==> src/rtl/resized_crop.sv <==
// Crop-and-resize reader: walks a SxS window of a 28x28 BRAM image and emits 28x28 pixels.
// Define RESIZED_CROP_RANDOM_EN to draw window size/offset from an LFSR instead of fixed 20 at (4,4).
module resized_crop #(
  parameter int IMG_DIM = 28,
  parameter int ADDR_W  = 11
) (
  input  logic              clk,
  input  logic              reset,
  input  logic              start,
  output logic              image_done,
  output logic [7:0]        pixel_o,
  output logic              pixel_valid,
  output logic [ADDR_W-1:0] bram_address,
  input  logic [7:0]        bram_data
);
  localparam int CW = $clog2(IMG_DIM);
  localparam int AW = CW + 1;

  typedef enum logic [1:0] {IDLE, READ, DRAIN} state_t;

  state_t              state_q, state_d;
  logic [CW-1:0]       c_q, c_d, r_q, r_d, scol_q, scol_d, x0_q, x0_d;
  logic [AW-1:0]       col_acc_q, col_acc_d, row_acc_q, row_acc_d, s_q, s_d;
  logic [ADDR_W-1:0]   row_base_q, row_base_d, addr_q, addr_d;
  logic                data_valid_q, data_valid_d, data_last_q, data_last_d;
  logic                pixel_valid_q, pixel_valid_d;
  logic [7:0]          pixel_o_q, pixel_o_d;

  logic [AW-1:0]       s_new;
  logic [CW-1:0]       x0_new, y0_new;
  logic [ADDR_W-1:0]   base_new;
  logic [AW-1:0]       col_sum, row_sum;
  logic                last_px;

`ifdef RESIZED_CROP_RANDOM_EN
  logic [15:0] lfsr_q, lfsr_d;
  logic [AW-1:0] lim;
  always_comb begin
    lfsr_d = {lfsr_q[14:0], lfsr_q[15] ^ lfsr_q[13] ^ lfsr_q[12] ^ lfsr_q[10]};
    s_new  = AW'(20) + AW'(lfsr_q[2:0]);
    lim    = AW'(IMG_DIM) - s_new;
    x0_new = (AW'(lfsr_q[5:3]) < lim) ? CW'(lfsr_q[5:3]) : CW'(lim);
    y0_new = (AW'(lfsr_q[8:6]) < lim) ? CW'(lfsr_q[8:6]) : CW'(lim);
  end
`else
  assign s_new  = AW'(20);
  assign x0_new = CW'(4);
  assign y0_new = CW'(4);
`endif

  // Starting row base y0*IMG_DIM built by shift-add, one term per set bit of y0.
  always_comb begin
    base_new = '0;
    for (int i = 0; i < CW; i++) begin
      if (y0_new[i]) base_new = base_new + (ADDR_W'(IMG_DIM) << i);
    end
  end

  assign col_sum = col_acc_q + s_q;
  assign row_sum = row_acc_q + s_q;
  assign last_px = (state_q == READ) && (c_q == CW'(IMG_DIM - 1)) && (r_q == CW'(IMG_DIM - 1));

  always_comb begin
    state_d       = state_q;
    c_d           = c_q;
    r_d           = r_q;
    scol_d        = scol_q;
    x0_d          = x0_q;
    s_d           = s_q;
    col_acc_d     = col_acc_q;
    row_acc_d     = row_acc_q;
    row_base_d    = row_base_q;
    addr_d        = addr_q;
    data_valid_d  = (state_q == READ);
    data_last_d   = last_px;
    pixel_valid_d = data_valid_q;
    pixel_o_d     = data_valid_q ? bram_data : pixel_o_q;
    case (state_q)
      IDLE: begin
        addr_d = '0;
        if (start) begin
          state_d    = READ;
          c_d        = '0;
          r_d        = '0;
          col_acc_d  = '0;
          row_acc_d  = '0;
          s_d        = s_new;
          x0_d       = x0_new;
          scol_d     = x0_new;
          row_base_d = base_new;
          addr_d     = base_new + ADDR_W'(x0_new);
        end
      end
      READ: begin
        if (c_q == CW'(IMG_DIM - 1)) begin
          if (r_q == CW'(IMG_DIM - 1)) begin
            state_d = DRAIN;
            addr_d  = '0;
          end else begin
            // Row advance: column walk restarts at the left edge of the window.
            r_d       = r_q + CW'(1);
            c_d       = '0;
            col_acc_d = '0;
            scol_d    = x0_q;
            if (row_sum >= AW'(IMG_DIM)) begin
              row_acc_d  = row_sum - AW'(IMG_DIM);
              row_base_d = row_base_q + ADDR_W'(IMG_DIM);
            end else begin
              row_acc_d  = row_sum;
            end
            addr_d = row_base_d + ADDR_W'(x0_q);
          end
        end else begin
          c_d = c_q + CW'(1);
          if (col_sum >= AW'(IMG_DIM)) begin
            col_acc_d = col_sum - AW'(IMG_DIM);
            scol_d    = scol_q + CW'(1);
          end else begin
            col_acc_d = col_sum;
          end
          addr_d = row_base_q + ADDR_W'(scol_d);
        end
      end
      DRAIN: begin
        if (!data_valid_q) state_d = IDLE;
      end
      default: state_d = IDLE;
    endcase
  end

  always_ff @(posedge clk or negedge reset) begin
    if (!reset) begin
      state_q       <= IDLE;
      c_q           <= '0;
      r_q           <= '0;
      scol_q        <= '0;
      x0_q          <= '0;
      s_q           <= '0;
      col_acc_q     <= '0;
      row_acc_q     <= '0;
      row_base_q    <= '0;
      addr_q        <= '0;
      data_valid_q  <= 1'b0;
      data_last_q   <= 1'b0;
      pixel_valid_q <= 1'b0;
      pixel_o_q     <= '0;
`ifdef RESIZED_CROP_RANDOM_EN
      lfsr_q        <= 16'hACE1;
`endif
    end else begin
      state_q       <= state_d;
      c_q           <= c_d;
      r_q           <= r_d;
      scol_q        <= scol_d;
      x0_q          <= x0_d;
      s_q           <= s_d;
      col_acc_q     <= col_acc_d;
      row_acc_q     <= row_acc_d;
      row_base_q    <= row_base_d;
      addr_q        <= addr_d;
      data_valid_q  <= data_valid_d;
      data_last_q   <= data_last_d;
      pixel_valid_q <= pixel_valid_d;
      pixel_o_q     <= pixel_o_d;
`ifdef RESIZED_CROP_RANDOM_EN
      lfsr_q        <= lfsr_d;
`endif
    end
  end

  assign bram_address = addr_q;
  assign pixel_o      = pixel_o_q;
  assign pixel_valid  = pixel_valid_q;
  assign image_done   = data_last_q;
endmodule

==> config.mk <==
export PLATFORM = sky130hd
export DESIGN_NAME = resized_crop
export DESIGN_NICKNAME = d
export VERILOG_FILES = /design/src/rtl/resized_crop.sv
export SDC_FILE = /design/constraint.sdc
export NUM_CORES = 1
export LEC_CHECK = 0
export CORE_ASPECT_RATIO = 0.7
export CORE_MARGIN = 2
export CORE_UTILIZATION = 57
export DETAILED_ROUTE_END_ITERATION = 12
export PLACE_DENSITY = 0.79
export SLEW_MARGIN = 40
export SYNTH_ARGS = -nofsm -noshare
export SYNTH_HDL_FRONTEND = slang
export SYNTH_SLANG_ARGS = --single-unit
==> constraint.sdc <==
create_clock -name clk -period 4.5 [get_ports clk]
set_clock_uncertainty 0.05 [all_clocks]
set_input_delay 0.45 -clock clk [delete_from_list [all_inputs] [get_ports clk]]
set_output_delay 0.45 -clock clk [all_outputs]
set_load 0.02 [all_outputs]
==> results of run 1 <==
-- how the worst max path moves through the flow --
stage,depth (start not counted),from,to
6_report,11,s_q[2],bram_address[8]
5_1_grt,11,s_q[2],bram_address[8]
4_1_cts,11,s_q[2],bram_address[8]
3_5_place_dp,11,s_q[2],bram_address[8]
3_3_place_gp,11,s_q[2],bram_address[8]
2_1_floorplan,14,s_q[2],bram_address[10]
-- per-stage QoR --
step / total power (W) / setup slack, ps / cell area, sq um / utilization (%)
global route: 0.00370 / 381 / 3990 / 70.1
floorplan: 0.00228 / 1210 / 3360 / -
global placement: 0.00266 / 743 / 3720 / 65.2
finish: 0.00345 / 544 / 3990 / 70.1
CTS: 0.00342 / 592 / 3990 / 70.1
detailed placement: 0.00273 / 610 / 3720 / 65.2
-- worst max-delay path: stages, from the launching register on --
cell       delay, ps
dfrtp_1          470
ha_1             360
a311oi_1         550
o32a_1           580
xnor2_1          190
ha_1             280
ha_1             260
nand2_1           70
a21o_2           200
a22o_1           270
a2111oi_1        430
o31ai_2          110
-- final cells by class --
class                           count  area [sq um]
Clock inverter                      5           125
Clock buffer                       11           151
Sequential cell                    57          1430
Fill cell                         435          1700
Timing Repair Buffer               33           320
Multi-Input combinational cell    267          1840
Inverter                            9          33.8
Tap cell                           75          93.8
-- routing by layer --
layer,vias to the layer above,wire (microns),GRT usage [%]
met3,18,817,8.92
met2,134,3490,40.6
met4,0,167,11.1
li1,1321,-,-
met5,-,0,0
met1,1397,3760,38.8
-- kinds of logic (layout without fill, tap and decap cells) --
group / Yosys count / in the layout / share of synthesized area (%)
xor gates and xnor gates: 31 / 31 / 8.07
and+or+nand+nor: 108 / 108 / 17.0
DFF: 57 / 57 / 42.4
adders and majority gates: 19 / 19 / 7.07
muxes: 15 / 15 / 4.80
AOI/OAI and AO/OA: 94 / 94 / 17.8
buffers and inverters: 23 / 58 / 2.79
-- sequential cells by signal, summed over array words and instances (netlist names) --
name / flops
bram_address: 11
row_base_q: 9
scol_q: 5
s_q: 1
col_acc_q: 4
row_acc_q: 4
r_q: 5
pixel_valid: 1
pixel_o: 8
state_q: 2
data_valid_q: 1
c_q: 5
image_done: 1
-- cell usage in the layout, fill, tap and decap left out, types with 8 or more instances in the layout --
cell	Yosys	routed
o21ai_1	10	10
xor2_1	11	11
xnor2_1	20	20
nand2_1	36	36
nand4_1	8	8
dfrtp_1	57	57
o21ai_0	32	32
a21oi_1	15	15
clkdlybuf4s50_1	0	30
ha_1	19	19
clkbuf_8	0	11
nand3_1	9	9
inv_1	9	9
mux2_2	9	9
nor2_1	19	19
-- power by group --
group | total, W | leakage [nW] | internal [W] | switching [W]
clock network | 0.000663 | 0.140 | 0.000453 | 0.000210
logic | 0.00187 | 0.886 | 0.000829 | 0.00104
registers | 0.000912 | 0.679 | 0.000701 | 0.000212
total | 0.00345 | 1.70 | 0.00198 | 0.00146
==> results_dict.tcl, run 1 <==
set metrics [dict create \
    rr_startpoint "s_q[2]" \
    start_util_pct 59.0 \
    async_flop_share_pct 100 \
    routed_via_density 6.28 \
    wl_per_cell_microns 18.0 \
    grt_pass1_wl_microns 13600 \
    die_x_microns 95.8 \
    cts_resized 0 \
    rsz0062_at_grt "no" \
    period_minus_slack_ps 3960 \
    clock_sinks 57 \
    setup-violations-final 0 \
    cts_hold_buf 0 \
    drv_cap 0 \
    synth_top_area_share_pct 42.4 \
    clkTransAtPathRegs_ps 70 \
    hold_viol_final 0 \
    dieArea_sq_um 6540 \
    cts_tree "built" \
    worstSetupPathType "reg -> reg" \
    ant_nets 0 \
    leakagePower_nw 1.70 \
    r2r_cells 11 \
    yosys_most_used_dff "dfrtp_1" \
    drc 0 \
    area_growth_pct 18.7 \
    cp.arrival_ps 4110 \
    diodes 0 \
    antenna_found_initial 0 \
    yosysMostFrequentCell "dfrtp_1" \
    port_buffers 31 \
    die_h_microns 68.3 \
    synth_edf_count 0 \
    tns_ps 0 \
    clk_latency_ps 340 \
    outcome "finished clean" \
    grt_pass1_vias 2738 \
    clock.fmax_ghz 0.253 \
    tightest_slew_ps 828 \
    yosysTopAreaCell "dfrtp_1" \
    cp-start-kind "flip-flop" \
    clockBufferDepth 2 \
    synth_seq_cells 57 \
    maxSlewViolCount 0 \
    synth.cell_area_sq_um 3360 \
    irDropWorstVdd_uv 434 \
    finalCritPeriodShare_pct 87.9 \
    grt_overflow_total 0 \
    ys_seq_area_share_pct 42.4 \
    syn_avg_cell_area_sq_um 9.69 \
    worst_slew_margin_rel_pct 44.8 \
    cp-end-kind "flip-flop" \
    hold_path.class "in -> async" \
    fin_hold_ws_ps 192 \
    ys_top_cells_by_count "dfrtp_1 (57), nand2_1 (36), o21ai_0 (32)" \
    cp.required_ps 4650 \
    grt_max_degree 58 \
    via_count 2870 \
    cts-htree-levels 3 \
    core.rowCount 23 \
    worstPathMaxFanout 11 \
    synth_cell_types 55 \
    r2r_slack_ps 540 \
    grt_usage_pct 27.9 \
    hpwl_microns 5640 \
    cts-root-buf "clkbuf_8" \
    reg2reg_to "bram_address[8]" \
    synthCells 347 \
    drtPass1Iterations 5 \
    first_iter_violations 280 \
    cts_setup_buffers 0 \
    synth_warnings 0 \
    wl_microns 8230 \
    postSynthNetCount 377 \
    final_layout_size_suffix_gt1_share_pct 10.2 \
    layout.nets 407 \
    pin_count 32 \
    synth_area_leaders "dfrtp_1 (42%), ha_1 (7.1%), xnor2_1 (5.2%)" \
    place.gp.congestion 0.900 \
    cts_buffers 9 \
    final_cells 457 \
    core_area_sq_um 5700 \
    place_inst 441 \
    power-per-cell-area_nw_per_um2 863 \
]
Power figures use the tool's default switching activity.
==> run 2: changes to the inputs <==
--- a/config.mk
+++ b/config.mk
@@ -7,9 +7,9 @@
 export LEC_CHECK = 0
 export CORE_ASPECT_RATIO = 0.7
 export CORE_MARGIN = 2
-export CORE_UTILIZATION = 57
+export CORE_UTILIZATION = 52
 export DETAILED_ROUTE_END_ITERATION = 12
-export PLACE_DENSITY = 0.79
+export PLACE_DENSITY = 0.73
 export SLEW_MARGIN = 40
 export SYNTH_ARGS = -nofsm -noshare
 export SYNTH_HDL_FRONTEND = slang
==> constraint.sdc (replaced) <==
create_clock -name clk -period 4.5 [get_ports clk]
set_clock_uncertainty 0.05 [all_clocks]
set_input_delay 0.675 -clock clk [delete_from_list [all_inputs] [get_ports clk]]
set_output_delay 0.675 -clock clk [all_outputs]
set_load 0.02 [all_outputs]
==> run 2 against run 1 <==
Register-to-register slack better by 140 ps. Maximum frequency increased by 3.7%. Clock-buffer cell count fell by 1. Critical path type unchanged. Largest cell class unchanged. Largest power group unchanged.
==> results_dict.tcl, run 2 (synthesis gave the netlist of run 1 again) <==
set metrics [dict create \
    fin_util_pct 62.5 \
    routed_via_density 5.98 \
    cts_tree "built" \
    start_util_pct 53.8 \
    die_x_microns 100 \
    die_h_microns 71.3 \
    first_iter_violations 231 \
    drtPass1Iterations 5 \
    hold_viol_final 0 \
    grt_pass1_vias 2578 \
    power-per-cell-area_nw_per_um2 825 \
    worstPathMaxFanout 11 \
    cts-root-buf "clkbuf_8" \
    clock.fmax_ghz 0.262 \
    clkPwrFrac_pct 14.3 \
    clock_sinks 57 \
    worst_slew_margin_rel_pct 47.3 \
    drv_cap 0 \
    core_area_sq_um 6250 \
    rr_startpoint "s_q[2]" \
    r2r_slack_ps 690 \
    final_layout_size_suffix_gt1_share_pct 9.74 \
    cts_setup_buffers 0 \
    grt_usage_pct 24.4 \
    ant_nets 0 \
    pwr-share-comb_pct 57.4 \
    cts_hold_buf 0 \
    cp.arrival_ps 3960 \
    n_fill_cell 542 \
    cts-htree-levels 3 \
    grt_pass1_wl_microns 13300 \
    clockBufferDepth 2 \
    outcome "finished clean" \
    switching_share_pct 44.5 \
    seqPwrFrac_pct 28.2 \
    final_cell_mix "dfrtp_1 (57), nand2_1 (36), o21ai_0 (32), clkdlybuf4s50_1 (30), xnor2_1 (20)" \
    core.rowCount 24 \
    setup-violations-final 0 \
    tns_ps 0 \
    diodes 0 \
    cp.required_ps 4650 \
    grt_overflow_total 0 \
    maxSlewViolCount 0 \
    period_minus_slack_ps 3810 \
    tightest_slew_ps 790 \
    clk_latency_ps 350 \
    irDropWorstVdd_uv 430 \
    cellInternalPower_w 0.00179 \
    leakagePower_nw 1.66 \
    hpwl_microns 5570 \
    hold_path.class "in -> async" \
    r2r_cells 13 \
    area_growth_pct 16.1 \
    wl_per_cell_microns 17.3 \
    wl_microns 7930 \
    clkTransAtPathRegs_ps 70 \
    antenna_found_initial 0 \
    place.gp.congestion 0.942 \
    rsz0062_at_grt "no" \
    port_buffers 31 \
    finalCritPeriodShare_pct 84.8 \
    worstSetupPathType "reg -> reg" \
    final_common_cell "dfrtp_1" \
    cp-end-kind "flip-flop" \
    via_count 2737 \
    pin_count 32 \
    net-switching-power_w 0.00143 \
    cp-start-kind "flip-flop" \
    cts_buffers 9 \
    cts_resized 0 \
    largest_reg_flops 11 \
    grt_max_degree 58 \
    dieArea_sq_um 7140 \
    reg2reg_to "bram_address[8]" \
    layout.nets 407 \
    drc 0 \
]
run 2: changes by cell type in the layout (fill, tap and decap cells not counted), sizes merged:
| cell | delta |
|---|---|
| bufinv | -3 |
| clkbuf | -1 |
| clkinv | +2 |
run 2: cell type report:
class	instances	area [sq um]	area share (%)
clock buffer	10	138	3.53
tap	78	97.6	2.50
inverter	9	33.8	0.865
clock inverter	4	45.0	1.15
timing repair buffer	33	320	8.21
sequential	57	1430	36.5
multi-input combinational	267	1840	47.2
run 2: how the worst max path moves through the flow:
stage                      start                to
after floorplan           s_q[2]  bram_address[10]
after global placement    s_q[2]   bram_address[8]
after detailed placement  s_q[2]   bram_address[8]
after CTS                 s_q[2]   bram_address[8]
after global routing      s_q[2]   bram_address[8]
final                     s_q[2]   bram_address[8]
run 2: power groups by stage:
stage	registers [W]	logic (W)	clock network, W
2_1_floorplan	0.000892	0.00139	0
3_3_place_gp	0.000906	0.00178	0
3_5_place_dp	0.000911	0.00181	0
4_1_cts	0.000904	0.00183	0.000472
5_1_grt	0.000938	0.00205	0.000494
6_report	0.000909	0.00185	0.000462
run 2: critical path, cell delays in order (launching register included):
cell	delay [ps]
dfrtp_1	470
ha_1	260
ha_1	330
ha_1	260
inv_1	100
o32a_1	460
xnor2_1	180
ha_1	250
ha_1	240
nand2_1	70
a21o_2	200
a22o_1	270
a2111oi_1	410
o31ai_2	110
run 2: per-stage QoR:
step	total power (W)	hold slack (ps)	std cells	area, sq um	setup slack [ps]
floorplan	0.00228	302	347	3360	1210
global placement	0.00268	423	444	3720	843
detailed placement	0.00272	439	444	3720	720
CTS	0.00321	445	458	3900	719
global route	0.00349	477	458	3900	444
finish	0.00322	419	458	3900	685
run 2: routing by layer:
metal | global-route usage, % | part of all wire, % | up-vias | wire length, microns
met1 | 37.9 | 50 | 1308 | 3990
met3 | 5.66 | 7.9 | 13 | 626
met4 | 9.13 | 1.8 | 0 | 146
li1 | - | - | 1315 | -
met2 | 33.1 | 40 | 101 | 3170
met5 | 0 | 0 | - | 0
